<file path="src/rtl/spreader_oqpsk_tx.sv">
// 802.15.4-style O-QPSK spreader: collects 4-bit symbols from a serial bit
// stream and emits 32 chips per symbol, alternating I/Q, one chip per CLK_DIV clocks.
module spreader_oqpsk_tx #(
   parameter int CLK_DIV = 25
) (
   input  logic clk,
   input  logic reset,
   input  logic bit_in,
   input  logic bit_valid,
   input  logic en,
   output logic tx_req,
   output logic chip_i,
   output logic chip_q,
   output logic chip_valid,
   output logic busy,
   output logic sym_ovf
);

   localparam int DW = (CLK_DIV > 1) ? $clog2(CLK_DIV) : 1;
   // bit 31 holds c0, so chip n of the base sequence is BASE[31-n]
   localparam logic [31:0] BASE = 32'b11011001110000110101001000101110;

   typedef enum logic [1:0] {IDLE, LOAD, SPREAD} state_t;

   state_t          state, nxt;
   logic [3:0]      collect;
   logic [1:0]      bit_cnt;
   logic [3:0]      hold_sym;
   logic            hold_full;
   logic [3:0]      act_sym;
   logic [4:0]      chip_idx;
   logic [DW-1:0]   div_cnt;

   logic emit, last_chip, chain, load, sym_done;
   logic [3:0] new_sym;

   // Symbols 1..7 are rotations of symbol 0; 8..15 invert odd chips.
   function automatic logic chip_of(input logic [3:0] sym, input logic [4:0] idx);
      logic [4:0] n;
      n = idx - {sym[2:0], 2'b00};
      chip_of = BASE[5'd31 - n] ^ (sym[3] & idx[0]);
   endfunction

   assign sym_done = bit_valid && (bit_cnt == 2'd3);
   assign new_sym  = {bit_in, collect[3:1]};

   always_ff @(posedge clk or posedge reset) begin
      if (reset) state <= IDLE;
      else       state <= nxt;
   end

   always_comb begin
      nxt = state;
      case (state)
         IDLE:    if (en && hold_full) nxt = LOAD;
         LOAD:    nxt = SPREAD;
         SPREAD:  if (last_chip && !chain) nxt = IDLE;
         default: nxt = IDLE;
      endcase
   end

   always_comb begin
      emit      = (state == SPREAD) && (div_cnt == DW'(CLK_DIV - 1));
      last_chip = emit && (chip_idx == 5'd31);
      chain     = last_chip && hold_full && en;
      load      = (state == LOAD) || chain;
      busy      = (state != IDLE);
      tx_req    = en && !hold_full && !reset;
   end

   always_ff @(posedge clk or posedge reset) begin
      if (reset) begin
         collect    <= '0;
         bit_cnt    <= '0;
         hold_sym   <= '0;
         hold_full  <= 1'b0;
         sym_ovf    <= 1'b0;
         act_sym    <= '0;
         chip_idx   <= '0;
         div_cnt    <= '0;
         chip_i     <= 1'b0;
         chip_q     <= 1'b0;
         chip_valid <= 1'b0;
      end else begin
         chip_valid <= emit;
         if (bit_valid) begin
            collect <= new_sym;
            bit_cnt <= bit_cnt + 2'd1;
         end
         // a load in the same cycle frees the holding register for the new symbol
         if (sym_done && (!hold_full || load)) begin
            hold_sym  <= new_sym;
            hold_full <= 1'b1;
         end else if (load) begin
            hold_full <= 1'b0;
         end
         if (sym_done && hold_full && !load) sym_ovf <= 1'b1;

         if (state == SPREAD) begin
            if (emit) begin
               div_cnt  <= '0;
               chip_idx <= chip_idx + 5'd1;
               if (chip_idx[0]) chip_q <= chip_of(act_sym, chip_idx);
               else             chip_i <= chip_of(act_sym, chip_idx);
            end else begin
               div_cnt <= div_cnt + DW'(1);
            end
         end
         if (state == LOAD) begin
            chip_idx <= '0;
            div_cnt  <= '0;
         end
         if (load) act_sym <= hold_sym;
      end
   end

endmodule
</file>
<file path="config.mk">
export PLATFORM = sky130hd
export DESIGN_NAME = spreader_oqpsk_tx
export DESIGN_NICKNAME = d
export VERILOG_FILES = /design/src/rtl/spreader_oqpsk_tx.sv
export SDC_FILE = /design/constraint.sdc
export NUM_CORES = 1
export LEC_CHECK = 0
export BUFFER_PORTS_ARGS = -buffer_cell sky130_fd_sc_hd__buf_2
export CAP_MARGIN = 30
export CORE_MARGIN = 3
export CORE_UTILIZATION = 48
export DETAILED_ROUTE_END_ITERATION = 10
export GPL_ROUTABILITY_DRIVEN = 0
export PLACE_DENSITY = 0.75
export SYNTH_ARGS = -nofsm -noshare
export SYNTH_HDL_FRONTEND = slang
export SYNTH_SLANG_ARGS = --single-unit
</file>
<file path="constraint.sdc">
create_clock -name clk -period 2.75 [get_ports clk]
set_input_delay 0.275 -clock clk [delete_from_list [all_inputs] [get_ports clk]]
set_output_delay 0.275 -clock clk [all_outputs]
set_load 0.1 [all_outputs]
</file>
==> results.cfg, run 1 <==
[status]
outcome = finished, final reports clean

[yosys]
synth_most_common_cell = dfrtp_1
async_flop_share_pct = 100
synth_seq_area_share_pct = 45.4
synth-edff-count = 0
synth_nets = 154
synth_common_cells = dfrtp_1, mux2_2, inv_1, ha_1, mux2i_1
synth_top_area_share_pct = 45.4
ys_types = 41
syn_inst = 138
post-synth-top-area-cell = dfrtp_1
synth-main-ff-cell = dfrtp_1
synth_seq_cells = 30
ys_top_cells_by_area = dfrtp_1, mux2_2, ha_1, inv_1, mux2i_1
yosys_warnings = 0
syn_area_sq_um = 1650
syn_area_per_cell_sq_um = 12.0

[cts]
clk_latency_ps = 330
clock-sinks = 30
cts_hold_buffers = 0
tritoncts = built
path_clk_slew_ps = 100
postCtsResizedCells = 0
ctsRootBufferMaster = clkbuf_4
htreeDepth = 2
cts_buffer_depth = 2
numCtsBuffers = 5
postCtsSetupBuffers = 0

[sta]
period_share_pct = 82.4
finalSetupViolCount = 0
finalCriticalPeriod_ps = 2270
clock_skew_ps = 10.6
tns_ps = 0
fmax_ghz = 0.441
max-slew-margin-rel_pct = 64.0
rsz0062_at_grt = false
hold_viol = 0
slew_violations = 0
tightest_slew_ps = 540

[drt]
vias = 1099
ant_nets = 0
finalWirelength_mm = 2.88
drc = 0
avgRoutedWirePerCell_um = 14.6
drt_iter0_markers = 26
vias_per_cell = 5.58
firstDrtPassIters = 4

[pwr]
p_sw_share_pct = 42.0
switchingPower_uw = 783
p_int_uw = 1080
p_comb_share_pct = 48.1
irDropWorstVdd_mv = 0.589
pwr-share-seq_pct = 36.9
power.share.clock_pct = 15.0
p_per_area_nw_per_um2 = 1030
p_leak_uw = 0.000851

[cells_and_area]
synthToLayoutAreaGrowth_pct = 9.61
utilization_pct = 57.0
antennaDiodeCount = 0
nFillCells = 282
final_cells = 197
drive_gt1_share_pct = 27.5
nets = 168

[flow_run]
cap_viol_max_count = 0

[floorplanning]
dieArea_sq_um = 4190
row_count = 20
num_io_pins = 11
die_y_um = 64.7
chipWidth_um = 64.7
coreArea_sq_um = 3180
start_util_pct = 52.0

[critical_path]
path_class = register to register
cp_slowest_cell = fa_1
path_max_fanout = 5
cpMostUsedCell = inv_1
regToRegSetupSlack_ps = 480
critPathMaxStageDelay_ps = 600
r2r_cells = 8
arrival_ps = 2530
cp-start-kind = register
worstPathRequired_ps = 3010
path_cells = inv_1, ha_1, inv_1, fa_1, mux2i_1, a2111oi_2, a2111o_1, o211ai_1
r2r-end = chip_q
r2r-start = chip_idx[2]
crit_path_end_kind = register

[global_routing]
grt_pass1_wl_mm = 5.05
grt_max_degree = 31
track_usage_pct = 16.1
grt.overflow.total = 0
antenna_found_initial = 0
grt_pass1_vias = 1120

[placed_design]
dpl.hpwl_mm = 2.11
port_buffers = 10
dp_cells = 189

[worst_hold_path]
hp-class = input port to async pin
power groups by stage:
stage / logic (uW) / registers [uW] / clock network (uW)
finish: 897 / 687 / 279
global route: 984 / 706 / 310
CTS: 902 / 687 / 292
detailed placement: 898 / 697 / 0
global placement: 856 / 688 / 0
floorplan: 710 / 719 / 0
metal layers:
layer / up-vias / part of all wire [%] / global-route usage (%)
met4: 0 / 1.8 / 7.92
met2: 19 / 50 / 27.5
met1: 545 / 44 / 17.5
met5: - / 0 / 0
li1: 530 / - / -
met3: 5 / 3.6 / 5.72
critical path, delay by kind of cell (launching register included):
kind                       cells  cell delay, ps
adders and majority gates      2             760
AOI/OAI and AO/OA              3             590
DFF                            1             410
muxes                          1             280
buffers and inverters          2             170
cell usage in the layout, fill, tap and decap left out, types with 2 or more instances in the layout:
cell	instances
dfrtp_1	30
mux2_2	15
inv_1	14
ha_1	10
buf_2	10
mux2i_1	5
clkbuf_4	5
nand2b_1	4
and3_1	4
o31ai_1	4
o22ai_1	4
nand2_1	3
o21ai_0	3
o2bb2ai_1	3
nand3_1	3
nand3b_1	2
a21o_1	2
a21oi_1	2
nor2b_1	2
a31oi_1	2
registers in the layout, summed over array words and instances, names as in the netlist:
name	flops
chip_valid	1
chip_q	1
chip_idx	5
hold_sym	4
hold_full	1
state	2
chip_i	1
sym_ovf	1
div_cnt	5
collect	3
bit_cnt	2
act_sym	4
layout make-up:
cell class                      instances  area [sq um]  area share (%)
Multi-Input combinational cell         89           825            45.5
Clock inverter                          2          12.5           0.690
Timing Repair Buffer                   11          57.6            3.17
Tap cell                               44          55.1            3.04
Sequential cell                        30           751            41.4
Inverter                               15          61.3            3.38
Clock buffer                            6          51.3            2.83
worst max path at each step:
stage / start / endpoint / slack [ps] / cells after the start
floorplan: chip_idx[2] / chip_i / 680 / 8
global placement: chip_idx[2] / chip_i / 620 / 8
detailed placement: chip_idx[2] / chip_i / 480 / 8
CTS: chip_idx[2] / chip_q / 480 / 8
global route: chip_idx[2] / chip_i / 400 / 8
finish: chip_idx[2] / chip_q / 480 / 8
through the flow:
| step | instance area, sq um | hold slack (ps) | setup WS, ps | power, uW |
|---|---|---|---|---|
| global route | 1810 | 37.2 | 403 | 2000 |
| global placement | 1750 | 379 | 616 | 1540 |
| finish | 1810 | 18.3 | 483 | 1860 |
| detailed placement | 1750 | 398 | 480 | 1600 |
| CTS | 1810 | 14.9 | 483 | 1880 |
| floorplan | 1660 | 366 | 676 | 1430 |
logic make-up after synthesis:
group / synth area share (%)
muxes: 13.2
and+or+nand+nor: 10.7
xor gates and xnor gates: 1.97
buffers and inverters: 5.07
AOI/OAI and AO/OA: 14.9
adders and majority gates: 8.77
DFF: 45.4
(Power assumes the default switching activity.)
==> inputs of run 2 (changes only) <==
--- a/config.mk
+++ b/config.mk
@@ -5,6 +5,7 @@
 export SDC_FILE = /design/constraint.sdc
 export NUM_CORES = 1
 export LEC_CHECK = 0
+export ABC_AREA = 1
 export BUFFER_PORTS_ARGS = -buffer_cell sky130_fd_sc_hd__buf_2
 export CAP_MARGIN = 30
 export CORE_MARGIN = 3
==> constraint.sdc (replaced) <==
create_clock -name clk -period 2.3 [get_ports clk]
set_input_delay 0.23 -clock clk [delete_from_list [all_inputs] [get_ports clk]]
set_output_delay 0.23 -clock clk [all_outputs]
set_load 0.1 [all_outputs]
==> results.cfg, run 2 <==
[drt]
vias_per_cell = 4.87
finalWirelength_mm = 2.72
firstDrtPassIters = 4
drc = 0
ant_nets = 0
avgRoutedWirePerCell_um = 10.8
drt_iter0_markers = 45
vias = 1231

[cts]
htreeDepth = 2
path_clk_slew_ps = 100
postCtsSetupBuffers = 0
numCtsBuffers = 5
cts_buffer_depth = 2
tritoncts = built
clk_latency_ps = 330
ctsRootBufferMaster = clkbuf_4
clock-sinks = 30
postCtsResizedCells = 0

[yosys]
syn_area_sq_um = 1630
syn_inst = 191
synth_seq_cells = 30
synth_top_family_by_area = simple AND/OR/NAND/NOR gates
yosys_warnings = 0
synth_compound_area_share_pct = 7.52
yosys.area_share.adder_pct = 8.90
synth_common_cells = nand2_1, dfrtp_1, inv_1, nand3_1, ha_1
synthMuxAreaShare_pct = 1.30
synth-edff-count = 0
synthSimpleGateAreaFrac_pct = 26.3
synth_most_common_cell = nand2_1
synth_xor_area_share_pct = 2.15
async_flop_share_pct = 100
synth_top_area_share_pct = 46.0
synth_nets = 207
syn_area_per_cell_sq_um = 8.54
ys_types = 26
post-synth-top-area-cell = dfrtp_1
ys_top_cells_by_area = dfrtp_1, nand2_1, ha_1, inv_1, nand3_1
synth-main-ff-cell = dfrtp_1
synth_seq_area_share_pct = 46.0

[global_routing]
antenna_found_initial = 0
grt.overflow.total = 0
track_usage_pct = 15.7
grt_pass1_vias = 1176
grt_max_degree = 31
grt_pass1_wl_mm = 4.99

[pwr]
p_leak_uw = 0.000982
p_per_area_nw_per_um2 = 1120
irDropWorstVdd_mv = 0.916

[floorplanning]
row_count = 20
coreArea_sq_um = 3150
chipWidth_um = 64.3
start_util_pct = 51.7
num_io_pins = 11
die_y_um = 64.3
dieArea_sq_um = 4130

[sta]
slew_violations = 0
max-slew-margin-rel_pct = 67.9
hold_viol = 0
rsz0062_at_grt = false
finalSetupViolCount = 0
tightest_slew_ps = 485
period_share_pct = 79.5
tns_ps = 0
finalCriticalPeriod_ps = 1830
fmax_ghz = 0.547
clock_skew_ps = 9.09

[critical_path]
cp_slowest_cell = fa_1
path_cells = inv_1, ha_1, inv_1, fa_1, inv_1, nand3_1, nand2_1, nand3_1, nand2_1, mux2i_1, inv_1
r2r-start = chip_idx[2]
cp-start-kind = register
arrival_ps = 2060
r2r_cells = 11
worstPathRequired_ps = 2530
regToRegSetupSlack_ps = 470
r2r-end = chip_i
crit_path_end_kind = register
cpMostUsedCell = inv_1
path_class = register to register
critPathMaxStageDelay_ps = 540
path_max_fanout = 4

[cells_and_area]
antennaDiodeCount = 0
nFillCells = 310
drive_gt1_share_pct = 16.7
nets = 224
final_common_cell = nand2_1
final_cell_mix = nand2_1, dfrtp_1, inv_1
biggestRegsByFlops = chip_idx (5), div_cnt (5)
synthToLayoutAreaGrowth_pct = 11.9
finalInstanceArea_sq_um = 1820

[placed_design]
post_dp_cell_area_sq_um = 1750
dpl.hpwl_mm = 2.02
port_buffers = 10

[worst_hold_path]
hold_end = collect[3]
min_delay_path_depth = 3
hp-class = input port to register
min_from = bit_in

[status]
outcome = finished, final reports clean

[flow_run]
cap_viol_max_count = 0
run 2: cell types whose count changed after synthesis, moves of 5 or more:
| cell | before | now |
|---|---|---|
| nand3_1 | 3 | 18 |
| nor2_1 | 1 | 8 |
| inv_1 | 14 | 27 |
| o21ai_0 | 3 | 8 |
| nand2_1 | 3 | 54 |
| mux2_2 | 15 | 1 |
run 2: worst max-delay path: cells and delay by family, from the launching register on:
kind | cells | cell delay [ps]
multiplexers | 1 | 120
adder cells (fa/ha/maj) | 2 | 670
AND/OR/NAND/NOR | 4 | 300
buffers and inverters | 4 | 250
flip-flops | 1 | 410
run 2: per-stage QoR:
stage	hold WS, ps	power [uW]	utilization (%)	worst slack (ps)	instances
3_5_place_dp	365	1720	55.5	458	244
4_1_cts	119	2070	57.9	460	253
6_report	137	2050	57.9	471	253
2_1_floorplan	329	1550	-	232	191
3_3_place_gp	365	1690	55.5	537	244
5_1_grt	127	2250	57.9	283	253
run 2: kinds of logic after synthesis:
| logic type | after synthesis |
|---|---|
| AOI/OAI and AO/OA | 21 |
| adders and majority gates | 11 |
| DFF | 30 |
| buffers and inverters | 33 |
| muxes | 2 |
| xor gates and xnor gates | 4 |
| and+or+nand+nor | 90 |
run 2: timing repair:
item                                    CTS  global route
hold buffers                              1             0
endpoints found under the setup margin    0             0
endpoints found under the hold margin    18             0
run 2: per-layer routing:
layer / global-route usage (%) / vias up / part of all wire, %
li1: - / 641 / -
met1: 19.5 / 566 / 48
met2: 25.3 / 18 / 46
met3: 4.22 / 6 / 3.5
met4: 7.12 / 0 / 2.0
met5: 0 / - / 0
run 2: report_power, final:
group          total, uW  internal, uW  switching, uW
clock                337           147            190
sequential           762           669           93.3
combinational        946           306            640
run 2: layout make-up:
type	count	area (sq um)	share of cell area, %
clock inverters	2	12.5	0.686
flip-flops and latches	30	751	41.2
clock buffers	6	51.3	2.81
repair buffers	12	82.6	4.53
inverters	31	116	6.38
multi-input cells	128	756	41.4
well taps	44	55.1	3.02
run 2: worst max path at each step:
stage | startpoint | end | slack [ps] | depth (start not counted)
after floorplan | reset | tx_req | 230 | 3
after global placement | chip_idx[2] | chip_i | 540 | 11
after detailed placement | chip_idx[2] | chip_i | 460 | 11
after CTS | chip_idx[2] | chip_i | 460 | 11
after global routing | chip_idx[2] | chip_i | 280 | 11
final | chip_idx[2] | chip_i | 470 | 11
==> inputs of run 3 (changes only) <==
--- a/config.mk
+++ b/config.mk
@@ -5,7 +5,7 @@
 export SDC_FILE = /design/constraint.sdc
 export NUM_CORES = 1
 export LEC_CHECK = 0
-export ABC_AREA = 1
+export ABC_AREA = 0
 export BUFFER_PORTS_ARGS = -buffer_cell sky130_fd_sc_hd__buf_2
 export CAP_MARGIN = 30
 export CORE_MARGIN = 3
==> constraint.sdc (replaced) <==
create_clock -name clk -period 1.9 [get_ports clk]
set_input_delay 0.19 -clock clk [delete_from_list [all_inputs] [get_ports clk]]
set_output_delay 0.19 -clock clk [all_outputs]
set_load 0.1 [all_outputs]
==> results.cfg, run 3 (same netlist as run 1, synthesis figures left out) <==
[global_routing]
grt.overflow.total = 0
grt_pass1_wl_mm = 5.39
track_usage_pct = 17.0
grt_pass1_vias = 1169
antenna_found_initial = 0
grt_max_degree = 18

[cells_and_area]
drive_gt1_share_pct = 37.5
biggestRegsByFlops = chip_idx (5), div_cnt (5)
final_cell_mix = dfrtp_1, buf_4, mux2_2
nets = 183
multiInputGateArea_sq_um = 871
synthToLayoutAreaGrowth_pct = 21.0
nFillCells = 254
final_common_cell = dfrtp_1
seq_area_sq_um = 751
antennaDiodeCount = 0

[critical_path]
arrival_ps = 2400
worstPathRequired_ps = 2150
cpMostUsedCell = inv_2
crit_path_end_kind = register
path_max_fanout = 5
path_class = register to register
cp-start-kind = register
r2r_cells = 8
path_cells = inv_2, ha_4, inv_2, fa_2, mux2_4, mux2i_1, a21oi_1, o31ai_1
critPathMaxStageDelay_ps = 590
cp_slowest_cell = fa_2

[cts]
ctsRootBufferMaster = clkbuf_4
clk_latency_ps = 340
numCtsBuffers = 5
htreeDepth = 2
path_clk_slew_ps = 100
tritoncts = built
cts_buffer_depth = 2
clock-sinks = 30

[worst_hold_path]
min_delay_path_depth = 2
hp-class = input port to register

[floorplanning]
dieArea_sq_um = 4190
coreArea_sq_um = 3180
row_count = 20
chipWidth_um = 64.7
die_y_um = 64.7
start_util_pct = 52.0
num_io_pins = 11

[drt]
drt_iter0_markers = 52
drc = 0
vias_per_cell = 5.54
avgRoutedWirePerCell_um = 14.9
ant_nets = 0
vias = 1174
finalWirelength_mm = 3.16
firstDrtPassIters = 4

[pwr]
p_comb_share_pct = 50.4
p_sw_share_pct = 40.5
p_per_area_nw_per_um2 = 1500
irDropWorstVdd_mv = 1.04
pwr-share-seq_pct = 32.6
power.share.clock_pct = 16.9
p_int_uw = 1790
p_leak_uw = 0.000945
switchingPower_uw = 1220

[placed_design]
pre_cts_slack_ps = -264
dpl.hpwl_mm = 2.32
port_buffers = 10

[sta]
rsz0062_at_grt = true
tightest_slew_ps = 570
hold_viol = 0
period_share_pct = 113
max-slew-margin-rel_pct = 61.9
setup_ws_ps = -248
whs_ps = 103
clock_skew_ps = 5.46
slew_violations = 0
finalCriticalPeriod_ps = 2150
fmax_ghz = 0.466
finalSetupViolCount = 2

[status]
outcome = complete, but fails checks
failed_checks = setup timing

[flow_run]
cap_viol_max_count = 0
[run 3: worst max-delay path, delay by kind of cell (launching register included)]
| kind | cells | cell delay, ps |
|---|---|---|
| adders and majority gates | 2 | 710 |
| muxes | 2 | 510 |
| DFF | 1 | 400 |
| AOI/OAI and AO/OA | 2 | 340 |
| buffers and inverters | 2 | 110 |
[run 3: through the flow]
| step | area [sq um] | setup TNS (ps) | utilization (%) | instances | power, uW |
|---|---|---|---|---|---|
| CTS | 1970 | -457 | 62.1 | 212 | 2960 |
| global route | 2000 | -853 | 63.0 | 212 | 3220 |
| floorplan | 1680 | -235 | - | 138 | 2100 |
| detailed placement | 1870 | -683 | 58.9 | 201 | 2450 |
| global placement | 1870 | -232 | 58.9 | 201 | 2370 |
| finish | 2000 | -484 | 63.0 | 212 | 3010 |
[run 3: final cells by class]
class | instances | area share [%]
Clock buffer | 5 | 1.88
Clock inverter | 3 | 2.00
Inverter | 15 | 3.06
Multi-Input combinational cell | 89 | 43.5
Sequential cell | 30 | 37.5
Tap cell | 44 | 2.75
Timing Repair Buffer | 26 | 9.26
[run 3: timing repair]
item / in CTS / in global routing
hold buffers: 1 / 0
hold endpoints to repair: 13 / 0
pin swaps: 1 / 1
setup buffers: 2 / 0
setup endpoints to repair: 8 / 12
gates resized for setup: 1 / 5
[run 3: power by group through the flow]
stage | sequential (uW) | clock (uW) | combinational (uW)
2_1_floorplan | 1050 | 0 | 1060
3_3_place_gp | 981 | 0 | 1380
3_5_place_dp | 996 | 0 | 1450
4_1_cts | 984 | 517 | 1460
5_1_grt | 1020 | 546 | 1660
6_report | 982 | 510 | 1520
[run 3: path summary, 6_finish.rpt]
kind                       slack (ps)           to   startpoint
setup / recovery                 -250       chip_i  chip_idx[2]
hold / removal                    100   collect[3]       bit_in
setup reg to reg                 -250       chip_i  chip_idx[2]
hold reg to reg                   480   bit_cnt[0]   bit_cnt[0]
max in group asynchronous         960  hold_sym[3]        reset
min in group asynchronous         460      sym_ovf        reset
[run 3: metal layers]
metal | wire length (um) | vias to the layer above | part of all wire, % | track usage (%)
li1 | - | 559 | - | -
met1 | 1400 | 581 | 44 | 22.3
met2 | 1540 | 28 | 49 | 26.4
met3 | 166 | 6 | 5.3 | 4.68
met4 | 53 | 0 | 1.7 | 7.12
met5 | 0 | - | 0 | 0
